[config.mk]
export PLATFORM = sky130hd
export DESIGN_NAME = hex_value_overlay
export DESIGN_NICKNAME = d
export VERILOG_FILES = /design/src/rtl/hex_value_overlay.sv
export SDC_FILE = /design/constraint.sdc
export NUM_CORES = 1
export LEC_CHECK = 0
export BUFFER_PORTS_ARGS = -buffer_cell sky130_fd_sc_hd__buf_4
export CAP_MARGIN = 40
export CORE_MARGIN = 5
export CORE_UTILIZATION = 40
export DETAILED_ROUTE_END_ITERATION = 10
export GPL_ROUTABILITY_DRIVEN = 0
export SLEW_MARGIN = 25
export SYNTH_ARGS = -nofsm -noshare
export SYNTH_HDL_FRONTEND = slang
export SYNTH_SLANG_ARGS = --single-unit
[constraint.sdc]
create_clock -name px_clk -period 2.74 [get_ports px_clk]
set_input_delay 0.137 -clock px_clk [delete_from_list [all_inputs] [get_ports px_clk]]
set_output_delay 0.137 -clock px_clk [all_outputs]
set_load 0.03 [all_outputs]
[src/rtl/hex_value_overlay.sv]
// Pixel-pipeline overlay: renders an NDIGITS hex value as text at a fixed character cell and
// draws a screen border. Three register stages; the font ROM lookup runs between stage 2 and 3.
module hex_value_overlay #(
  parameter int unsigned NDIGITS      = 2,
  parameter int unsigned ZOOM         = 2,
  parameter int unsigned COL          = 9,
  parameter int unsigned ROW          = 8,
  parameter int unsigned FONT_WIDTH   = 8,
  parameter int unsigned BLINK_FRAMES = 30,
  parameter bit          VS_POL       = 1'b0,
  parameter int unsigned BORDER       = 5
) (
  input  logic                    px_clk,
  input  logic                    rst,
  input  logic                    hsync_in,
  input  logic                    vsync_in,
  input  logic                    activevideo_in,
  input  logic [9:0]              x_px,
  input  logic [9:0]              y_px,
  input  logic [4*NDIGITS-1:0]    value,
  input  logic [2:0]              fg_color,
  input  logic                    blink_en,
  input  logic                    lz_suppress,
  output logic [FONT_WIDTH-1:0]   char_code,
  output logic [9:0]              font_x,
  output logic [9:0]              font_y,
  input  logic                    font_bit,
  output logic [2:0]              rgb,
  output logic                    hsync,
  output logic                    vsync
);

  localparam int unsigned VW = 4 * NDIGITS;
  localparam int unsigned CW = (BLINK_FRAMES > 1) ? $clog2(BLINK_FRAMES) : 1;
  localparam int unsigned CS = 3 + ZOOM;
  localparam logic [9:0] COL_W    = 10'(COL);
  localparam logic [9:0] ROW_W    = 10'(ROW);
  localparam logic [9:0] NDIG_W   = 10'(NDIGITS);
  localparam logic [9:0] BORDER_W = 10'(BORDER);
  localparam logic [9:0] X_HI     = 10'(639 - BORDER);
  localparam logic [9:0] Y_HI     = 10'(479 - BORDER);
  localparam logic [CW-1:0] LAST_W = CW'(BLINK_FRAMES - 1);

  logic                  r_s1_hs, r_s1_vs, r_s1_av;
  logic                  r_s2_hs, r_s2_vs, r_s2_av;
  logic                  r_s3_hs, r_s3_vs, r_s3_av;
  logic [9:0]            r_s1_x, r_s1_y, r_s2_x, r_s2_y, r_s3_x, r_s3_y;
  logic [VW-1:0]         r_shadow;
  logic [CW-1:0]         r_frame_cnt;
  logic                  r_blink_phase;
  logic [FONT_WIDTH-1:0] r_char;

  logic                  w_capture;
  logic [9:0]            w_cx, w_cy, w_off;
  logic                  w_is_digit;
  logic [3:0]            w_nibble;
  logic                  w_upper_zero;
  logic                  w_lead_zero;
  logic [FONT_WIDTH-1:0] w_char;

  // Capture on the sync assertion edge so the digits only change between frames.
  assign w_capture = (vsync_in == VS_POL) && (r_s1_vs != VS_POL);

  // Three-stage pipeline of sync, video-enable and pixel coordinates.
  always_ff @(posedge px_clk or posedge rst) begin
    if (rst) begin
      {r_s1_hs, r_s1_vs, r_s1_av} <= '0;
      {r_s2_hs, r_s2_vs, r_s2_av} <= '0;
      {r_s3_hs, r_s3_vs, r_s3_av} <= '0;
      {r_s1_x, r_s1_y, r_s2_x, r_s2_y, r_s3_x, r_s3_y} <= '0;
    end else begin
      {r_s1_hs, r_s1_vs, r_s1_av} <= {hsync_in, vsync_in, activevideo_in};
      {r_s2_hs, r_s2_vs, r_s2_av} <= {r_s1_hs, r_s1_vs, r_s1_av};
      {r_s3_hs, r_s3_vs, r_s3_av} <= {r_s2_hs, r_s2_vs, r_s2_av};
      {r_s1_x, r_s1_y} <= {x_px, y_px};
      {r_s2_x, r_s2_y} <= {r_s1_x, r_s1_y};
      {r_s3_x, r_s3_y} <= {r_s2_x, r_s2_y};
    end
  end

  // Frame-coherent value shadow, frame counter and blink phase.
  always_ff @(posedge px_clk or posedge rst) begin
    if (rst) begin
      r_shadow      <= '0;
      r_frame_cnt   <= '0;
      r_blink_phase <= 1'b0;
    end else if (w_capture) begin
      r_shadow <= value;
      if (r_frame_cnt == LAST_W) begin
        r_frame_cnt   <= '0;
        r_blink_phase <= ~r_blink_phase;
      end else begin
        r_frame_cnt <= r_frame_cnt + 1'b1;
      end
    end
  end

  // Cell decode and character selection from the stage-1 pixel.
  always_comb begin
    w_cx         = r_s1_x >> CS;
    w_cy         = r_s1_y >> CS;
    w_off        = w_cx - COL_W;
    // w_off is only meaningful once cx >= COL has been established.
    w_is_digit   = r_s1_av && (w_cy == ROW_W) && (w_cx >= COL_W) && (w_off < NDIG_W);
    w_nibble     = 4'h0;
    w_lead_zero  = 1'b0;
    w_upper_zero = 1'b1;
    // Walk from the most significant digit, tracking whether everything so far is zero.
    for (int i = int'(NDIGITS) - 1; i >= 0; i--) begin
      w_upper_zero = w_upper_zero && (r_shadow[4*i +: 4] == 4'h0);
      if (w_off == 10'(int'(NDIGITS) - 1 - i)) begin
        w_nibble    = r_shadow[4*i +: 4];
        w_lead_zero = w_upper_zero && (i != 0);
      end
    end
    w_char = '0;
    if (w_is_digit && !(blink_en && r_blink_phase) && !(lz_suppress && w_lead_zero)) begin
      if (w_nibble < 4'd10) begin
        w_char = FONT_WIDTH'(8'h30 + {4'h0, w_nibble});
      end else begin
        w_char = FONT_WIDTH'(8'h37 + {4'h0, w_nibble});
      end
    end
  end

  // Register the character code so it lines up with the stage-2 coordinates.
  always_ff @(posedge px_clk or posedge rst) begin
    if (rst) begin
      r_char <= '0;
    end else begin
      r_char <= w_char;
    end
  end

  assign char_code = r_char;
  assign font_x    = r_s2_x >> ZOOM;
  assign font_y    = r_s2_y >> ZOOM;
  assign hsync     = r_s3_hs;
  assign vsync     = r_s3_vs;

  // Stage-3 colour: blanking, then glyph, then border.
  always_comb begin
    rgb = 3'b000;
    if (r_s3_av) begin
      if (font_bit) begin
        rgb = (fg_color == 3'b000) ? 3'b010 : fg_color;
      end else if ((r_s3_x < BORDER_W) || (r_s3_x > X_HI) ||
                   (r_s3_y < BORDER_W) || (r_s3_y > Y_HI)) begin
        rgb = 3'b001;
      end
    end
  end

endmodule

==> results of run 1 <==
-- registers in the layout, indices dropped and copies added, names as in the netlist, 5 cells and up --
name         cells
char_code        7
r_frame_cnt      5
r_s1_x          10
r_s1_y          10
r_s2_x          10
r_s2_y          10
r_s3_x          10
r_s3_y          10
r_shadow         8
-- power by group through the flow --
stage	logic [mW]	clock network, mW	registers [mW]
after floorplan	0.180	0	1.50
after global placement	0.256	0	1.52
after detailed placement	0.260	0	1.52
after CTS	0.296	0.977	1.49
after global routing	0.334	1.02	1.51
final	0.296	0.939	1.49
-- stage by stage --
stage	instances	instance area, sq um
after floorplan	239	3170
after global placement	384	3650
after detailed placement	384	3650
after CTS	432	4180
after global routing	434	4210
final	434	4210
-- cell usage after synthesis, types with 2 or more instances --
library cell	instances	share of area, %
a21oi_1	5	0.79
nor4_1	2	0.40
inv_1	5	0.59
o21ai_0	11	1.7
a21o_1	2	0.48
a211oi_1	3	0.71
ha_1	6	2.4
buf_4	21	5.0
nor2b_1	4	0.79
clkbuf_1	2	0.24
nand4_1	5	0.99
nor3_1	3	0.48
nand2b_1	4	0.79
nand3b_1	2	0.48
nand3_1	2	0.32
nor2_1	5	0.59
and3_1	2	0.40
dfrtp_1	90	71
nand2_1	37	4.4
-- layout make-up --
type,instances,area (sq um)
flip-flops and latches,90,2250
inverters,5,20.0
clock buffers,11,131
well taps,102,128
repair buffers,101,863
clock inverters,5,78.8
fillers,664,3520
multi-input cells,120,732
-- logic make-up (layout without fill, tap and decap cells) --
group / Yosys count / in the layout / synth area share [%]
buffers and inverters: 29 / 122 / 5.98
flip-flops: 90 / 90 / 71.3
multiplexers: 1 / 1 / 0.317
AND/OR/NAND/NOR: 75 / 75 / 12.9
XOR/XNOR: 1 / 1 / 0.277
adder cells (fa/ha/maj): 6 / 6 / 2.38
other: 1 / 5 / 0.119
AO/OA/AOI/OAI: 32 / 32 / 6.74
-- worst max-delay path, delay by kind of cell, from the launching register on --
kind                       cells  cell delay [ns]
AOI/OAI and AO/OA              2             0.51
DFF                            1             0.40
and+or+nand+nor                3             0.52
adders and majority gates      2             0.43
buffers and inverters          1             0.08
-- path summary, 6_finish.rpt --
kind	endpoint	slack [ns]	cells after the start
max in group asynchronous	char_code[2]	1.83	5
worst max-delay path	char_code[6]	0.73	8
min in group asynchronous	r_s2_y[3]	0.20	3
worst max register to register	char_code[6]	0.73	8
worst min-delay path	char_code[1]	0.16	4
worst min register to register	r_s2_x[3]	0.35	0
-- routing by layer --
metal | routed length (microns) | track usage (%) | vias up | share of wire (%)
met5 | 0 | 0 | - | 0
li1 | - | - | 960 | -
met3 | 418 | 5.10 | 7 | 7.3
met4 | 66 | 3.47 | 0 | 1.2
met1 | 2460 | 15.8 | 976 | 43
met2 | 2750 | 19.8 | 66 | 48
-- timing repair --
| action | 4_1_cts | 5_1_grt |
|---|---|---|
| buffers inserted | 0 | 0 |
| resized for setup | 0 | 0 |
| hold endpoints to repair | 73 | 0 |
| hold buffers | 32 | 0 |
==> results_dict.tcl, run 1 <==
set metrics [dict create \
    outcome "finished, final reports clean" \
    clockBufferDepth 2 \
    max_freq_mhz 498 \
    tns_ns 0 \
    period_needed_ns 2.01 \
    boundaryPins 72 \
    drt-total-wl_microns 5690 \
    crit_arrival_ns 2.28 \
    synth_seq_cells 90 \
    syn-cell-area_sq_mm 0.00316 \
    first_pass_iters 4 \
    pwr-share-comb_pct 10.9 \
    crit_fanout 9 \
    cts-root-buf "clkbuf_8" \
    p_sw_mw 0.653 \
    port-buffer-count 66 \
    synth_cell_types 43 \
    maxCapViolations 0 \
    die_w_microns 98.9 \
    seqPwrFrac_pct 54.7 \
    final_common_cell "dfrtp_1" \
    insertedDiodeCount 0 \
    finalClockSkew_ns 0.00922 \
    intPower_mw 2.08 \
    leakagePower_nw 1.98 \
    ys_seq_area_share_pct 71.3 \
    clock_latency_ns 0.34 \
    drtIter0Drc 39 \
    slew_headroom_pct 56.5 \
    finalMaxSlewViolations 0 \
    whs_ns 0.161 \
    grt.total_usage_pct 12.5 \
    crit_start "r_s1_x[5]" \
    fin_crit_sh_pct 73.2 \
    hpwlAfterDp_microns 3960 \
    die_y_microns 98.9 \
    reg2reg_from "r_s1_x[5]" \
    vias 2009 \
    ys.flop_type "dfrtp_1" \
    fin_ws_ns 0.733 \
    sw_frac_of_total_pct 23.9 \
    grt_max_degree 49 \
    setup_viol 0 \
    start_util_pct 40.9 \
    vias_per_cell 4.63 \
    peakVddDrop_mv 0.323 \
    worst_slew_pin_slew_ns 0.647 \
    synth_cells 235 \
    drive_gt1_share_pct 26.8 \
    htree_levels 3 \
    cts_tree "built" \
    grt_remaining_overflow 0 \
    end_kind "flip-flop" \
    core.rowCount 32 \
    synthArstFlopShare_pct 100 \
    power_mw 2.73 \
    dp_worst_setup_slack_ns 0.730 \
    grt_pass1_wl_microns 9520 \
    power.density_mw_per_mm2 649 \
    cts_made_buffers 9 \
    drc 0 \
    avgSynthCellArea_sq_um 13.4 \
    finalCoreUtilization_pct 54.4 \
    coreArea_sq_mm 0.00773 \
    cp_cell_sequence "inv_1 > ha_1 > o31a_1 > nand2b_1 > ha_1 > a21oi_1 > nand2b_1 > and4bb_1" \
    critPathRequiredTime_ns 3.01 \
    ys_warn_count 0 \
    synth_edf_count 0 \
    clock_sinks 90 \
    final_cell_mix "dfrtp_1, buf_4, nand2_1" \
    nets 372 \
    startpoint_type "flip-flop" \
    path_class "flip-flop to flip-flop" \
    min_path_type "input port to flip-flop" \
    clockPowerShare_pct 34.4 \
    rsz0062_at_grt "no" \
    cts.clk_slew.worst_paths_ns 0.08 \
    area_growth_pct 33.2 \
    dieArea_sq_mm 0.00977 \
    critPathSlowestCell "dfrtp_1" \
    grt_pass1_vias 1980 \
    hold_start "blink_en" \
    cp_slowest_stage_delay_ns 0.40 \
    antenna_found_initial 0 \
    ant_nets 0 \
    wl_per_cell_microns 13.1 \
    hold_viol_final 0 \
]
Power figures use the tool's default switching activity.
==> run 2: changes to the inputs <==
==> constraint.sdc (replaced) <==
create_clock -name px_clk -period 1.96 [get_ports px_clk]
set_input_delay 0.098 -clock px_clk [delete_from_list [all_inputs] [get_ports px_clk]]
set_output_delay 0.098 -clock px_clk [all_outputs]
set_load 0.03 [all_outputs]
==> run 2 against run 1 <==
  * Hold slack lost 0.069 ns
  * Wire length grew 5.0%
  * Core utilization grew 1.1 points
  * Non-clock buffer count grew 4
  * Highest routed layer unchanged
==> results_dict.tcl, run 2 (synthesis gave the netlist of run 1 again) <==
set metrics [dict create \
    outcome "finished, final reports clean" \
    vias_per_cell 4.60 \
    setup_viol 0 \
    dieArea_sq_mm 0.00977 \
    antenna_found_initial 0 \
    start_util_pct 40.9 \
    cts-root-buf "clkbuf_8" \
    finalClockSkew_ns 0.00445 \
    placement.cell_area_sq_mm 0.00367 \
    min_path_type "input port to flip-flop" \
    rsz0062_at_grt "yes" \
    grt_remaining_overflow 0 \
    clockPowerShare_pct 35.6 \
    hold_viol_final 0 \
    grt_pass1_wl_microns 9870 \
    power.density_mw_per_mm2 913 \
    highest_layer "met4" \
    path_class "flip-flop to flip-flop" \
    port-buffer-count 66 \
    insertedDiodeCount 0 \
    maxCapViolations 0 \
    fin_crit_sh_pct 97.9 \
    stdcell_count 438 \
    clock_latency_ns 0.35 \
    dp_worst_setup_slack_ns 0.0143 \
    cp_slowest_stage_delay_ns 0.46 \
    final_common_cell "dfrtp_1" \
    ant_nets 0 \
    die_y_microns 98.9 \
    met2_length_microns 2790 \
    worst-path-buf-inv 1 \
    die_w_microns 98.9 \
    hpwlAfterDp_microns 3920 \
    drc 0 \
    multiInputGateArea_sq_um 781 \
    finalMaxSlewViolations 0 \
    intPower_mw 2.93 \
    regArea_sq_mm 0.00225 \
    tns_ns 0 \
    peakVddDrop_mv 0.558 \
    startpoint_type "flip-flop" \
    drtIter0Drc 46 \
    finalCoreUtilization_pct 55.5 \
    fin_ws_ns 0.0420 \
    pwr-share-comb_pct 11.0 \
    crit_family "simple AND/OR/NAND/NOR gates" \
    period_needed_ns 1.92 \
    clock_sinks 90 \
    max_freq_mhz 521 \
    grt.total_usage_pct 12.9 \
    boundaryPins 72 \
    grt_pass1_vias 2124 \
    area_growth_pct 35.9 \
    wl_per_cell_microns 13.6 \
    end_kind "flip-flop" \
    critPathRequiredTime_ns 2.23 \
    clockBufferDepth 2 \
    htree_levels 3 \
    first_pass_iters 4 \
    core.rowCount 32 \
    leakagePower_nw 2.00 \
    cts_made_buffers 9 \
    critPathSlowestCell "or4b_4" \
    drt-met1-wl_microns 2630 \
    final_cell_mix "dfrtp_1, buf_4, nand2_1" \
    crit_fanout 7 \
    grt_max_degree 91 \
    cp_cell_sequence "inv_2 > ha_4 > or4b_4 > a21oi_4 > nand4_4 > nor4b_2" \
    p_sw_mw 0.993 \
    design_area_sq_mm 0.00429 \
    place_inst 387 \
    sw_frac_of_total_pct 25.4 \
    wl_met3_microns 460 \
    drive_gt1_share_pct 31.5 \
    seqPwrFrac_pct 53.4 \
    drt-total-wl_microns 5970 \
    nets 376 \
    coreArea_sq_mm 0.00773 \
    cts_tree "built" \
    cts.clk_slew.worst_paths_ns 0.09 \
    vias 2014 \
    fillers 638 \
    crit_arrival_ns 2.18 \
]
[run 2: cell types whose count changed in the layout (fill, tap and decap cells not counted), sizes merged]
cell | previous run | this run
clkinvlp | 0 | 2
inv | 4 | 6
buf | 68 | 73
clkbuf | 12 | 9
clkinv | 4 | 2
[run 2: layer usage]
metal / track usage (%) / vias to the layer above
met2: 19.7 / 66
met1: 16.4 / 971
li1: - / 966
met3: 5.66 / 11
met5: 0 / -
met4: 4.52 / 0
[run 2: power by group through the flow]
stage / combinational [mW] / sequential [mW] / clock, mW
after floorplan: 0.252 / 2.10 / 0
after global placement: 0.364 / 2.12 / 0
after detailed placement: 0.371 / 2.13 / 0
after CTS: 0.423 / 2.09 / 1.44
after global routing: 0.491 / 2.11 / 1.51
final: 0.431 / 2.09 / 1.39
[run 2: final cells by class]
type	count	area share (%)
flip-flops and latches	90	52.5
repair buffers	105	20.5
multi-input cells	120	18.2
well taps	102	2.97
clock buffers	9	2.89
clock inverters	7	2.36
inverters	5	0.525
[run 2: worst paths after layout]
check	start	endpoint	slack, ns	cells after the start
hold reg to reg	r_s2_y[1]	r_s3_y[1]	0.35	0
hold / removal	blink_en	char_code[1]	0.09	4
min in group asynchronous	rst	r_s1_y[3]	0.39	4
max in group asynchronous	rst	r_s1_x[6]	1.16	4
setup reg to reg	r_s1_x[5]	char_code[3]	0.04	6
setup / recovery	r_s1_x[5]	char_code[3]	0.04	6
[run 2: worst min-delay path, delay by kind of cell]
kind / cells / cell delay [ns]
buffers and inverters: 1 / 0.10
AND/OR/NAND/NOR: 1 / 0.10
AO/OA/AOI/OAI: 2 / 0.11
[run 2: through the flow]
stage                     total power [mW]  hold WS (ns)
after floorplan                       2.35         0.129
after global placement                2.49         0.208
after detailed placement              2.50         0.209
after CTS                             3.96        0.0981
after global routing                  4.11        0.0803
final                                 3.92        0.0920
[run 2: what timing repair did]
action                                 4_1_cts  5_1_grt
hold buffers                                32        0
setup endpoints to repair                    0        6
resized for setup                            0       14
endpoints found under the hold margin      121        0
buffers inserted                             0        3
==> run 3: changes to the inputs <==
--- a/config.mk
+++ b/config.mk
@@ -8,9 +8,10 @@
 export BUFFER_PORTS_ARGS = -buffer_cell sky130_fd_sc_hd__buf_4
 export CAP_MARGIN = 40
 export CORE_MARGIN = 5
-export CORE_UTILIZATION = 40
+export CORE_UTILIZATION = 53
 export DETAILED_ROUTE_END_ITERATION = 10
 export GPL_ROUTABILITY_DRIVEN = 0
+export PLACE_DENSITY = 0.81
 export SLEW_MARGIN = 25
 export SYNTH_ARGS = -nofsm -noshare
 export SYNTH_HDL_FRONTEND = slang
==> run 3 against run 2 <==
  * Die area decreased by 22%
  * Wire length shrank 0.85%
  * Final cell count down 5.7%
  * Count of clock-buffer cells in the layout rose by 5
  * Fmax is 0.17% lower
  * Sequential power barely moved
  * Setup slack lost 0.0032 ns
  * Via count increased by 1.0%
  * Hold slack improved by 0.027 ns
  * Sequential cell count did not move
  * Total power is 8.9% lower
  * Critical path type unchanged
  * Largest cell class unchanged
==> results_dict.tcl, run 3 (synthesis gave the netlist of run 1 again) <==
set metrics [dict create \
    outcome "finished, final reports clean" \
    drtIter0Drc 66 \
    drive_gt1_share_pct 30.2 \
    worst-path-buf-inv 1 \
    clockBufferDepth 2 \
    grt_pass1_vias 2027 \
    grt_max_degree 54 \
    clockPowerShare_pct 29.1 \
    crit_family "simple AND/OR/NAND/NOR gates" \
    power.density_mw_per_mm2 850 \
    reg2reg_from "r_s1_x[6]" \
    dieArea_sq_mm 0.00760 \
    rrSetupSlack_ns 0.04 \
    final_common_cell "dfrtp_1" \
    fin_crit_sh_pct 98.0 \
    nets 378 \
    min_path_type "input port to flip-flop" \
    critPathRequiredTime_ns 2.25 \
    vias 2035 \
    max_freq_mhz 521 \
    ant_nets 0 \
    sw_frac_of_total_pct 25.5 \
    peakVddDrop_mv 0.641 \
    htree_levels 3 \
    pwr-share-comb_pct 12.3 \
    rsz0062_at_grt "yes" \
    crit_arrival_ns 2.21 \
    fin_ws_ns 0.0388 \
    cts.clk_slew.worst_paths_ns 0.08 \
    period_needed_ns 1.92 \
    p_sw_mw 0.910 \
    insertedDiodeCount 0 \
    die_w_microns 87.2 \
    drt-total-wl_microns 5920 \
    finalMaxSlewViolations 0 \
    die_y_microns 87.2 \
    area_growth_pct 33.0 \
    critPathSlowestCell "or4b_4" \
    startpoint_type "flip-flop" \
    core.rowCount 28 \
    slew_headroom_pct 57.4 \
    worstReg2RegEnd "char_code[6]" \
    seqPwrFrac_pct 58.6 \
    start_util_pct 54.0 \
    finalClockSkew_ns 0.00884 \
    crit_fanout 7 \
    dp_worst_setup_slack_ns -0.00800 \
    cts-root-buf "clkbuf_8" \
    first_pass_iters 5 \
    hold_start "blink_en" \
    path_class "flip-flop to flip-flop" \
    worst_slew_pin_slew_ns 0.639 \
    power_mw 3.57 \
    min_delay_worst_endpoint "char_code[1]" \
    cts_tree "built" \
    ff2ff_path_depth 6 \
    boundaryPins 72 \
    clock_sinks 90 \
    maxCapViolations 0 \
    antenna_found_initial 0 \
    intPower_mw 2.66 \
    cp_cell_sequence "inv_2 > ha_4 > or4b_4 > a21oi_4 > nand4_4 > and4bb_1" \
    clock_latency_ns 0.35 \
    end_kind "flip-flop" \
    coreArea_sq_mm 0.00585 \
    leakagePower_nw 1.98 \
    drc 0 \
    finalCoreUtilization_pct 71.8 \
    hpwlAfterDp_microns 3910 \
    hold_depth 4 \
    fillers 394 \
    cp_slowest_stage_delay_ns 0.46 \
    grt.total_usage_pct 17.2 \
    vias_per_cell 4.93 \
    cts_made_buffers 9 \
    setup_viol 0 \
    grt_pass1_wl_microns 9590 \
    hold_viol_final 0 \
    final_cell_mix "dfrtp_1, buf_4, nand2_1" \
    wl_per_cell_microns 14.3 \
    port-buffer-count 66 \
    grt_remaining_overflow 0 \
]
run 3: area by class of cell:
class / instances / area [sq um] / area share (%)
inverter: 5 / 22.5 / 0.536
clock buffer: 14 / 143 / 3.39
multi-input combinational: 120 / 793 / 18.9
sequential: 90 / 2250 / 53.6
tap: 75 / 93.8 / 2.23
clock inverter: 2 / 13.8 / 0.328
timing repair buffer: 107 / 883 / 21.0
run 3: worst reg2reg max path: stages (launching register included):
cell,delay [ns]
dfrtp_1,0.42
inv_2,0.08
ha_4,0.25
or4b_4,0.46
a21oi_4,0.14
nand4_4,0.18
and4bb_1,0.34
run 3: per-layer routing:
| layer | routed length [microns] | global-route usage, % |
|---|---|---|
| met1 | 2400 | 21.1 |
| met2 | 3070 | 28.0 |
| met3 | 357 | 5.58 |
| met4 | 104 | 7.11 |
| met5 | 0 | 0 |
run 3: worst max-delay path by stage:
stage               startpoint  depth (start not counted)           end
floorplan            r_s1_x[5]                          6  char_code[1]
global placement     r_s1_x[5]                          6  char_code[6]
detailed placement   r_s1_x[5]                          7  char_code[1]
CTS                  r_s1_x[6]                          6  char_code[1]
global route         r_s1_x[8]                          8  char_code[6]
finish               r_s1_x[6]                          6  char_code[6]
run 3: power by group through the flow:
| stage | logic [mW] | clock network, mW | registers (mW) |
|---|---|---|---|
| after floorplan | 0.252 | 0 | 2.10 |
| after global placement | 0.354 | 0 | 2.12 |
| after detailed placement | 0.368 | 0 | 2.13 |
| after CTS | 0.423 | 1.06 | 2.09 |
| after global routing | 0.484 | 1.15 | 2.11 |
| final | 0.438 | 1.04 | 2.09 |
run 3: per-stage QoR:
step	cell area, sq um	setup TNS (ns)	hold slack (ns)	instances
3_3_place_gp	3630	0	0.208	361
3_5_place_dp	3630	-0.00800	0.208	361
5_1_grt	4200	-0.162	0.108	413
6_report	4200	0	0.119	413
4_1_cts	4130	0	0.122	411
2_1_floorplan	3180	0	0.129	239
run 3: what timing repair did:
item                                   CTS  global route
hold buffers                            32             0
pin swaps                                0             4
endpoints found under the hold margin  121             0
gates resized for setup                  0            14
setup buffers                            2             2
gates cloned                             0             0
setup endpoints to repair                2             6
